$ cat config.mk
export PLATFORM = sky130hd
export DESIGN_NAME = mult_accumulator
export DESIGN_NICKNAME = d
export VERILOG_FILES = /design/src/rtl/mult_accumulator.sv
export SDC_FILE = /design/constraint.sdc
export NUM_CORES = 1
export LEC_CHECK = 0
export BUFFER_PORTS_ARGS = -buffer_cell sky130_fd_sc_hd__buf_2
export CAP_MARGIN = 20
export CORE_ASPECT_RATIO = 0.7
export CORE_MARGIN = 10
export CORE_UTILIZATION = 55
export DETAILED_ROUTE_END_ITERATION = 7
export PLACE_DENSITY_LB_ADDON = 0.12
export SYNTH_ARGS = -nofsm -noshare
export SYNTH_HDL_FRONTEND = slang
export SYNTH_SLANG_ARGS = --single-unit
$ cat constraint.sdc
create_clock -name clk -period 4.6 [get_ports clk]
set_input_delay 0.92 -clock clk [delete_from_list [all_inputs] [get_ports clk]]
set_output_delay 0.92 -clock clk [all_outputs]
set_load 0.005 [all_outputs]
$ cat src/rtl/mult_accumulator.sv
// mult_accumulator: multiply-accumulate back end for the pipelined WIDTH-bit
// array multiplier. The multiplier has no valid or stall, so this block carries
// its own valid/last delay line (WIDTH+1 stages) aligned with the product. It
// sums each vector of products and offers every completed sum with its term
// count on a valid/ready output register.
// Optional build macro: ACC_SAT_EN makes the accumulator saturate at all-ones
// instead of wrapping.
module mult_accumulator #(
  parameter int WIDTH = 4,
  parameter int CNT_W = 8
) (
  input  logic                     clk,
  input  logic                     rst,
  input  logic                     in_valid,
  input  logic                     in_last,
  input  logic [2*WIDTH-1:0]       prod,
  output logic [2*WIDTH+CNT_W-1:0] out_data,
  output logic [CNT_W-1:0]         out_count,
  output logic                     out_valid,
  input  logic                     out_ready,
  output logic                     overrun
);

  localparam int ACC_W = 2*WIDTH + CNT_W;
  localparam int DLY   = WIDTH + 1;

  logic [DLY-1:0]   vld_q, vld_d;
  logic [DLY-1:0]   lst_q, lst_d;
  logic             tail_v, tail_l;
  logic             complete;

  logic             first_q, first_d;
  logic [ACC_W-1:0] acc_q, acc_d;
  logic [ACC_W-1:0] acc_base, acc_sum;
  logic [CNT_W-1:0] cnt_q, cnt_d;

  logic [ACC_W-1:0] data_q, data_d;
  logic [CNT_W-1:0] count_q, count_d;
  logic             valid_q, valid_d;
  logic             ovr_q, ovr_d;

  // Delay line: shifts every cycle; last is only meaningful with valid.
  always_comb begin
    vld_d = {vld_q[DLY-2:0], in_valid};
    lst_d = {lst_q[DLY-2:0], in_valid & in_last};
  end

  assign tail_v   = vld_q[DLY-1];
  assign tail_l   = lst_q[DLY-1];
  assign complete = tail_v & tail_l;

  // Accumulator input: a new vector starts from zero.
  assign acc_base = first_q ? '0 : acc_q;

`ifdef ACC_SAT_EN
  logic [ACC_W:0] sum_wide;

  // Saturating add: once pinned at all-ones it stays there until completion.
  always_comb begin
    sum_wide = {1'b0, acc_base} + {{(CNT_W+1){1'b0}}, prod};
    acc_sum  = sum_wide[ACC_W] ? '1 : sum_wide[ACC_W-1:0];
  end
`else
  // Wrapping add modulo 2^ACC_W.
  always_comb begin
    acc_sum = acc_base + {{CNT_W{1'b0}}, prod};
  end
`endif

  // Accumulate/count next state; holds on cycles with no valid tail entry.
  always_comb begin
    acc_d   = acc_q;
    cnt_d   = cnt_q;
    first_d = first_q;
    if (tail_v) begin
      acc_d   = acc_sum;
      first_d = tail_l;
      if (first_q)
        cnt_d = CNT_W'(1);
      else if (cnt_q != '1)
        cnt_d = cnt_q + CNT_W'(1);
    end
  end

  // Output register next state: a completion loads when the slot is empty or
  // being drained on this same edge, otherwise it is dropped and flagged.
  always_comb begin
    data_d  = data_q;
    count_d = count_q;
    valid_d = valid_q;
    ovr_d   = ovr_q;
    if (valid_q && out_ready)
      valid_d = 1'b0;
    if (complete) begin
      if (!valid_q || out_ready) begin
        data_d  = acc_d;
        count_d = cnt_d;
        valid_d = 1'b1;
      end else begin
        ovr_d = 1'b1;
      end
    end
  end

  // State registers with synchronous reset taking priority.
  always_ff @(posedge clk) begin
    if (rst) begin
      vld_q   <= '0;
      lst_q   <= '0;
      first_q <= 1'b1;
      acc_q   <= '0;
      cnt_q   <= '0;
      data_q  <= '0;
      count_q <= '0;
      valid_q <= 1'b0;
      ovr_q   <= 1'b0;
    end else begin
      vld_q   <= vld_d;
      lst_q   <= lst_d;
      first_q <= first_d;
      acc_q   <= acc_d;
      cnt_q   <= cnt_d;
      data_q  <= data_d;
      count_q <= count_d;
      valid_q <= valid_d;
      ovr_q   <= ovr_d;
    end
  end

  assign out_data  = data_q;
  assign out_count = count_q;
  assign out_valid = valid_q;
  assign overrun   = ovr_q;

endmodule

Word level (Yosys, flattened, before mapping)
Cells that the tools add are included.
- flip-flop bits (word level): 61
- output and inout bits: 26
- word-level logic and storage cells: 28
- input bits: 13
- mux-type cells: 8
- equality and inequality tests: 1
- reduce and logical (&&, ||, !) cells: 5
- bitwise gates (word level): 3
- add/sub/neg operators: 2
- operators by type and width (kind ; count):
    $mux W16 ; 2
    $mux W8 ; 3
    $add A16 B8 Y16 ; 1
    $add A8 B1 Y8 const B ; 1
    $ne A8 B8 Y1 const B ; 1
    $reduce_and A2 Y1 ; 2
    $mux W1 ; 3
    $and A1 B1 Y1 ; 2
    $logic_and A1 B1 Y1 ; 1
    $logic_not A1 Y1 ; 1
    $logic_or A1 B1 Y1 ; 1
    $not A1 Y1 ; 1

Longest topological paths before layout
Gate-level depths: netlist of the first run.
- word-level depth: 4
- gate-level depth with buffers: 10
- mapped depth without buffers: 8

Worst setup path before layout of the first run
OpenSTA, ideal clock, no wires.
- path type: register to register
- start: reg first_q
- end: reg data_q[10] (netlist: out_data[10])
- buffers on the path: 2
- setup time: 133 ps
- cell stages (with the launch flop): 11
- data required time: 4467 ps
- path slack: 1860 ps
- arrival: 2607 ps
- clock period less this slack: 2740 ps
- path through: dfxtp_1 > clkbuf_1 > clkbuf_1 > nor2b_1 > ha_1 > fa_1 > a21o_1 > a221o_1 > a21oi_1 > a32o_1 > nor3_1
- longest elaborated chain between the ends: 3
- ends and longest elaborated chain (item ; RTL line ; text):
    start, declared ; 32 ; logic first_q, first_d;
    start signal, assigned ; 120 ; first_q <= first_d;
    $mux W16 ; 53 ; assign acc_base = first_q ? '0 : acc_q;
    $add A16 B8 Y16 ; 66 ; acc_sum = acc_base + {{CNT_W{1'b0}}, prod};
    $mux W16 ; 75 ; if (tail_v) begin
    end signal, assigned ; 123 ; data_q <= data_d;
    end, declared ; 37 ; logic [ACC_W-1:0] data_q, data_d;
Every way passes these cells.
A chain may end at the register's enable or synchronous reset.

Final worst setup path of the first run
Same ends and word-level chain as after synthesis.

==> results_dict.tcl, run 1 <==
set metrics [dict create \
    clock_sinks 61 \
    wl_met3_um 670 \
    synth_top_cell_area_share 0.4070 \
    dieArea_sq_um 8857 \
    post-route-period-util 0.6560 \
    cts_buffer_depth 2 \
    drtIter0Drc 190 \
    postRouteAntennaNets 0 \
    ys_seq_area_frac 0.4070 \
    clock_latency_ps 340 \
    powerDensity_nw_per_um2 290.4 \
    hold_path.class "register to register" \
    hold_buffers 0 \
    grt.overflow.total 0 \
    ir_worst_vdd_v 0.0001502 \
    die_h_um 81.80 \
    dpl.cell_count 440 \
    worst_pin_slew_ps 919.4 \
    grt_pass1_vias 2552 \
    synth.area.top_cells "dfxtp_1, a21oi_1, nor2b_1" \
    gp_routability_congestion 0.8599 \
    post_cts_buffers 0 \
    finalCriticalPeriod_ps 3018 \
    maxSlewViolCount 0 \
    synth_top_cell_by_area "dfxtp_1" \
    syn_inst 350 \
    drc_errors 0 \
    pwr-share-clk 0.417 \
    wl_met2_um 3179 \
    htreeDepth 3 \
    cts_made_buffers 9 \
    status "complete, no violations" \
    switching_share 0.2336 \
    p_int_mw 0.7499 \
    finalHoldViolCount 0 \
    highest-signal-layer "met4" \
    crit_type "register to register" \
    end_kind "register" \
    vias 2691 \
    synth_async_sr_flop_share 0 \
    ys.flop_type "dfxtp_1" \
    syn_nets 373 \
    routedWlPerCell_um 16.29 \
    yosysUniqueCellTypes 59 \
    netlist_area_sq_um 3000 \
    holdWs_ps 433.1 \
    cts_root_buf "clkbuf_8" \
    clk_pin_slew_ps 70 \
    critPathRequiredTime_ps 4810 \
    core_sq_um 5258 \
    p_comb_frac 0.038 \
    tns_ps 0 \
    fin_ws_ps 1582 \
    yosysMostFrequentCell "dfxtp_1" \
    antenna_cells 0 \
    grt_pass1_wl_um 12320 \
    fin_skew_ps 7.946 \
    drive_gt1_frac 0.1645 \
    design_area_sq_um 3369 \
    seq_power_share 0.545 \
    netlist_top_cells_count "dfxtp_1, a21oi_1, nor2_1" \
    synth_area_per_cell_sq_um 8.573 \
    yosys_warnings 0 \
    fin_cells 455 \
    fin_nets 402 \
    p_total_mw 0.9784 \
    start_util 0.5707 \
    finalCoreUtilization 0.6409 \
    slew_headroom 0.3862 \
    dieWidth_um 108.3 \
    pre_cts_ws_ps 1639 \
    cts_tree "yes" \
    grt_use_total 0.1736 \
    startpoint_type "register" \
    met1_length_um 3501 \
    synth-seq-cells 61 \
    dp_hpwl_um 4995 \
    finalWirelength_um 7410 \
    ios 39 \
    syn_to_final_growth_pct 12.30 \
    grt_max_degree 53 \
    rows 22 \
    dpl_cell_area_sq_um 3211 \
    crit_fanout 26 \
    p_sw_mw 0.2285 \
    maxCapViolCount 0 \
    synth_edf_count 0 \
    setup_viol 0 \
    arrival_ps 3230 \
    ctsResizeCount 0 \
    vias_per_cell 5.914 \
    dr.pass1.iters 4 \
    port_buffers 38 \
    rsz0062_at_grt "no" \
    leakage_nw 1.338 \
    antenna_found_initial 0 \
    fmax_mhz 331.4 \
]
-- sequential cells by signal, summed over array words and instances (netlist names) --
| register | count |
|---|---|
| acc_q | 16 |
| out_data | 16 |
| cnt_q | 8 |
| out_count | 8 |
| lst_q | 5 |
| vld_q | 5 |
| first_q | 1 |
| out_valid | 1 |
| overrun | 1 |
-- power groups by stage --
stage / Clock, mW / Sequential (mW) / Combinational, mW
finish: 0.408 / 0.533 / 0.0369
global route: 0.438 / 0.533 / 0.0403
CTS: 0.416 / 0.533 / 0.0365
detailed placement: 0 / 0.545 / 0.0362
global placement: 0 / 0.545 / 0.0353
floorplan: 0 / 0.544 / 0.0256
-- critical path, stage by stage (launching register included) --
cell and delay (ps):
dfxtp_1 920, nor2b_1 110, ha_1 250, fa_1 410
a21o_1 230, a221o_1 400, a21oi_1 300, a32o_1 210
nor3_1 50
-- path summary, 6_finish.rpt --
check	from	depth (start not counted)	slack, ps	endpoint
max	first_q$_SDFFE_PP1P_	8	1580	out_data[10]$_SDFFE_PP0P_
min	lst_q[2]$_SDFF_PP0_	1	430	lst_q[3]$_SDFF_PP0_
max reg2reg	first_q$_SDFFE_PP1P_	8	1580	out_data[10]$_SDFFE_PP0P_
min reg2reg	lst_q[2]$_SDFF_PP0_	1	430	lst_q[3]$_SDFF_PP0_
-- metal layers --
| metal | global-route usage | vias to the layer above |
|---|---|---|
| met2 | 0.2704 | 91 |
| met3 | 0.05317 | 7 |
| li1 | - | 1352 |
| met5 | 0 | - |
| met4 | 0.06299 | 0 |
| met1 | 0.2237 | 1241 |
-- layout make-up --
cell class	count	area, sq um
clock inverter	2	10.01
timing repair buffer	41	220.2
inverter	5	18.77
clock buffer	13	148.9
multi-input combinational	261	1660
sequential	61	1221
tap	72	90.09
fill	461	1888
-- cell families (layout without fill, tap and decap cells) --
logic type | Yosys count | in the layout | synth area share
compound gates | 103 | 103 | 0.2390
xor+xnor | 6 | 6 | 0.01751
fa+ha+maj | 10 | 10 | 0.04420
buf+inv | 28 | 61 | 0.03961
flops | 61 | 61 | 0.4070
mux | 6 | 6 | 0.02002
simple gates | 136 | 136 | 0.2327
-- layout by cell type (no fill, tap or decap), types with 4 or more instances in the layout --
master    count
inv_1         4
nand4_1       5
nor2_1       31
xnor2_1       6
nor3_1        8
a21oi_1      31
a31oi_1       7
or4_1         5
o21ai_0      13
nand2_1      29
dfxtp_1      61
clkbuf_8     10
nand3_1      12
nor4_1        4
a21o_1        6
ha_1          9
nor2b_1      21
buf_2        38
and3_1        6
a211oi_1     12
or3_1         4
mux2i_1       6
(Power assumes the default switching activity.)
==> run 2, diff against run 1 <==
Settings changed: CORE_UTILIZATION 55 to 52.
Clock period 4.6 ns to 2.4 ns, I/O delays scaled along.
==> run 2 against run 1 <==
Via count grew 0.82%. Non-clock buffer count rose by 15. Largest cell class unchanged. Critical endpoint is now acc_q[11]$_SDFF_PP0_. Largest power group unchanged. Sequential share of layout area down 1.5 points.
==> results_dict.tcl, run 2 (synthesis gave the netlist of run 1 again) <==
set metrics [dict create \
    maxSlewViolCount 0 \
    regArea_sq_um 1225 \
    dr.pass1.iters 4 \
    ir_worst_vdd_v 0.0003575 \
    slew_headroom 0.6806 \
    fmax_mhz 431.3 \
    design_area_sq_um 3525 \
    final_common_cell "dfxtp_1" \
    gp_routability_congestion 0.8159 \
    dp_hpwl_um 5192 \
    grt_use_total 0.1566 \
    die_h_um 83.55 \
    grt_max_degree 30 \
    rsz0062_at_grt "no" \
    arrival_ps 2540 \
    clock_sinks 61 \
    grt_pass1_vias 2522 \
    leakage_nw 1.410 \
    crit_start "first_q$_SDFFE_PP1P_" \
    drive_gt1_frac 0.2180 \
    final_cell_mix "dfxtp_1, buf_2, nor2_1" \
    startpoint_type "register" \
    dieArea_sq_um 9257 \
    port_buffers 38 \
    multi_input_area_sq_um 1684 \
    end_kind "register" \
    min-delay-start "in_last" \
    pre_cts_ws_ps -61.96 \
    grt.overflow.total 0 \
    finalCoreUtilization 0.6217 \
    finalWirelength_um 7441 \
    clk_pin_slew_ps 60 \
    r2r-start "first_q$_SDFFE_PP1P_" \
    crit_fanout 7 \
    postRouteAntennaNets 0 \
    crit_type "register to register" \
    nFillCells 484 \
    vias 2713 \
    cts_tree "yes" \
    hold_buffers 0 \
    cts_buffer_depth 2 \
    dpl_cell_area_sq_um 3304 \
    start_util 0.5292 \
    critPathRequiredTime_ps 2620 \
    fin_nets 417 \
    rrSetupSlack_ps 80 \
    antenna_cells 0 \
    ios 39 \
    fin_ws_ps 81.64 \
    core_sq_um 5669 \
    worst_pin_slew_ps 479.1 \
    finalCriticalPeriod_ps 2318 \
    hold_path.class "input port to register" \
    drtIter0Drc 169 \
    dieWidth_um 110.8 \
    setup_viol 0 \
    fin_skew_ps 4.533 \
    status "complete, no violations" \
    syn_to_final_growth_pct 17.47 \
    tns_ps 0 \
    antenna_found_initial 0 \
    finalHoldViolCount 0 \
    cts_made_buffers 9 \
    grt_pass1_wl_um 12340 \
    vias_per_cell 5.724 \
    cts_root_buf "clkbuf_8" \
    drc_errors 0 \
    holdWs_ps 344.6 \
    powerDensity_nw_per_um2 541.3 \
    rows 23 \
    htreeDepth 3 \
    post-route-period-util 0.9660 \
    clock_latency_ps 330 \
    routedWlPerCell_um 15.70 \
    maxCapViolCount 0 \
]
run 2: report_power, final:
part | internal (mW) | switching [mW]
clock network | 0.426 | 0.384
registers | 1.02 | 0.00214
logic | 0.0310 | 0.0483
run 2: final cells by class:
class,instances,share of cell area
clock buffer,12,0.04402
multi-input combinational,261,0.4778
inverter,5,0.005325
sequential,61,0.3475
timing repair buffer,56,0.09230
tap,75,0.02662
clock inverter,4,0.006390
run 2: timing repair:
action / 4_1_cts / 5_1_grt
endpoints found under the setup margin: 0 / 7
setup buffers: 0 / 3
gates resized for setup: 0 / 5
run 2: metal layers:
metal / vias to the layer above / share of wire / wire length (um) / track usage
met1: 1250 / 0.50 / 3714 / 0.2091
met4: 0 / 0.0087 / 65 / 0.04835
met3: 6 / 0.054 / 400 / 0.04454
li1: 1378 / - / - / -
met5: - / 0 / 0 / 0
met2: 79 / 0.44 / 3261 / 0.2372
run 2: path summary, 6_finish.rpt:
check | end | depth (start not counted)
max reg2reg | acc_q[11]$_SDFF_PP0_ | 8
min | lst_q[0]$_SDFF_PP0_ | 2
max | acc_q[11]$_SDFF_PP0_ | 8
min reg2reg | vld_q[3]$_SDFF_PP0_ | 1
run 2: stage by stage:
step                power (mW)  cells
floorplan                1.092    350
global placement         1.118    455
detailed placement       1.119    455
CTS                      1.930    471
global route             1.983    474
finish                   1.908    474
run 2: critical path, stage by stage (launching register included):
cell,delay (ps)
dfxtp_4,370
buf_4,160
nor2b_1,130
ha_2,330
a21o_1,240
a2111o_1,380
o21ai_4,260
nor4_1,80
a311o_1,260
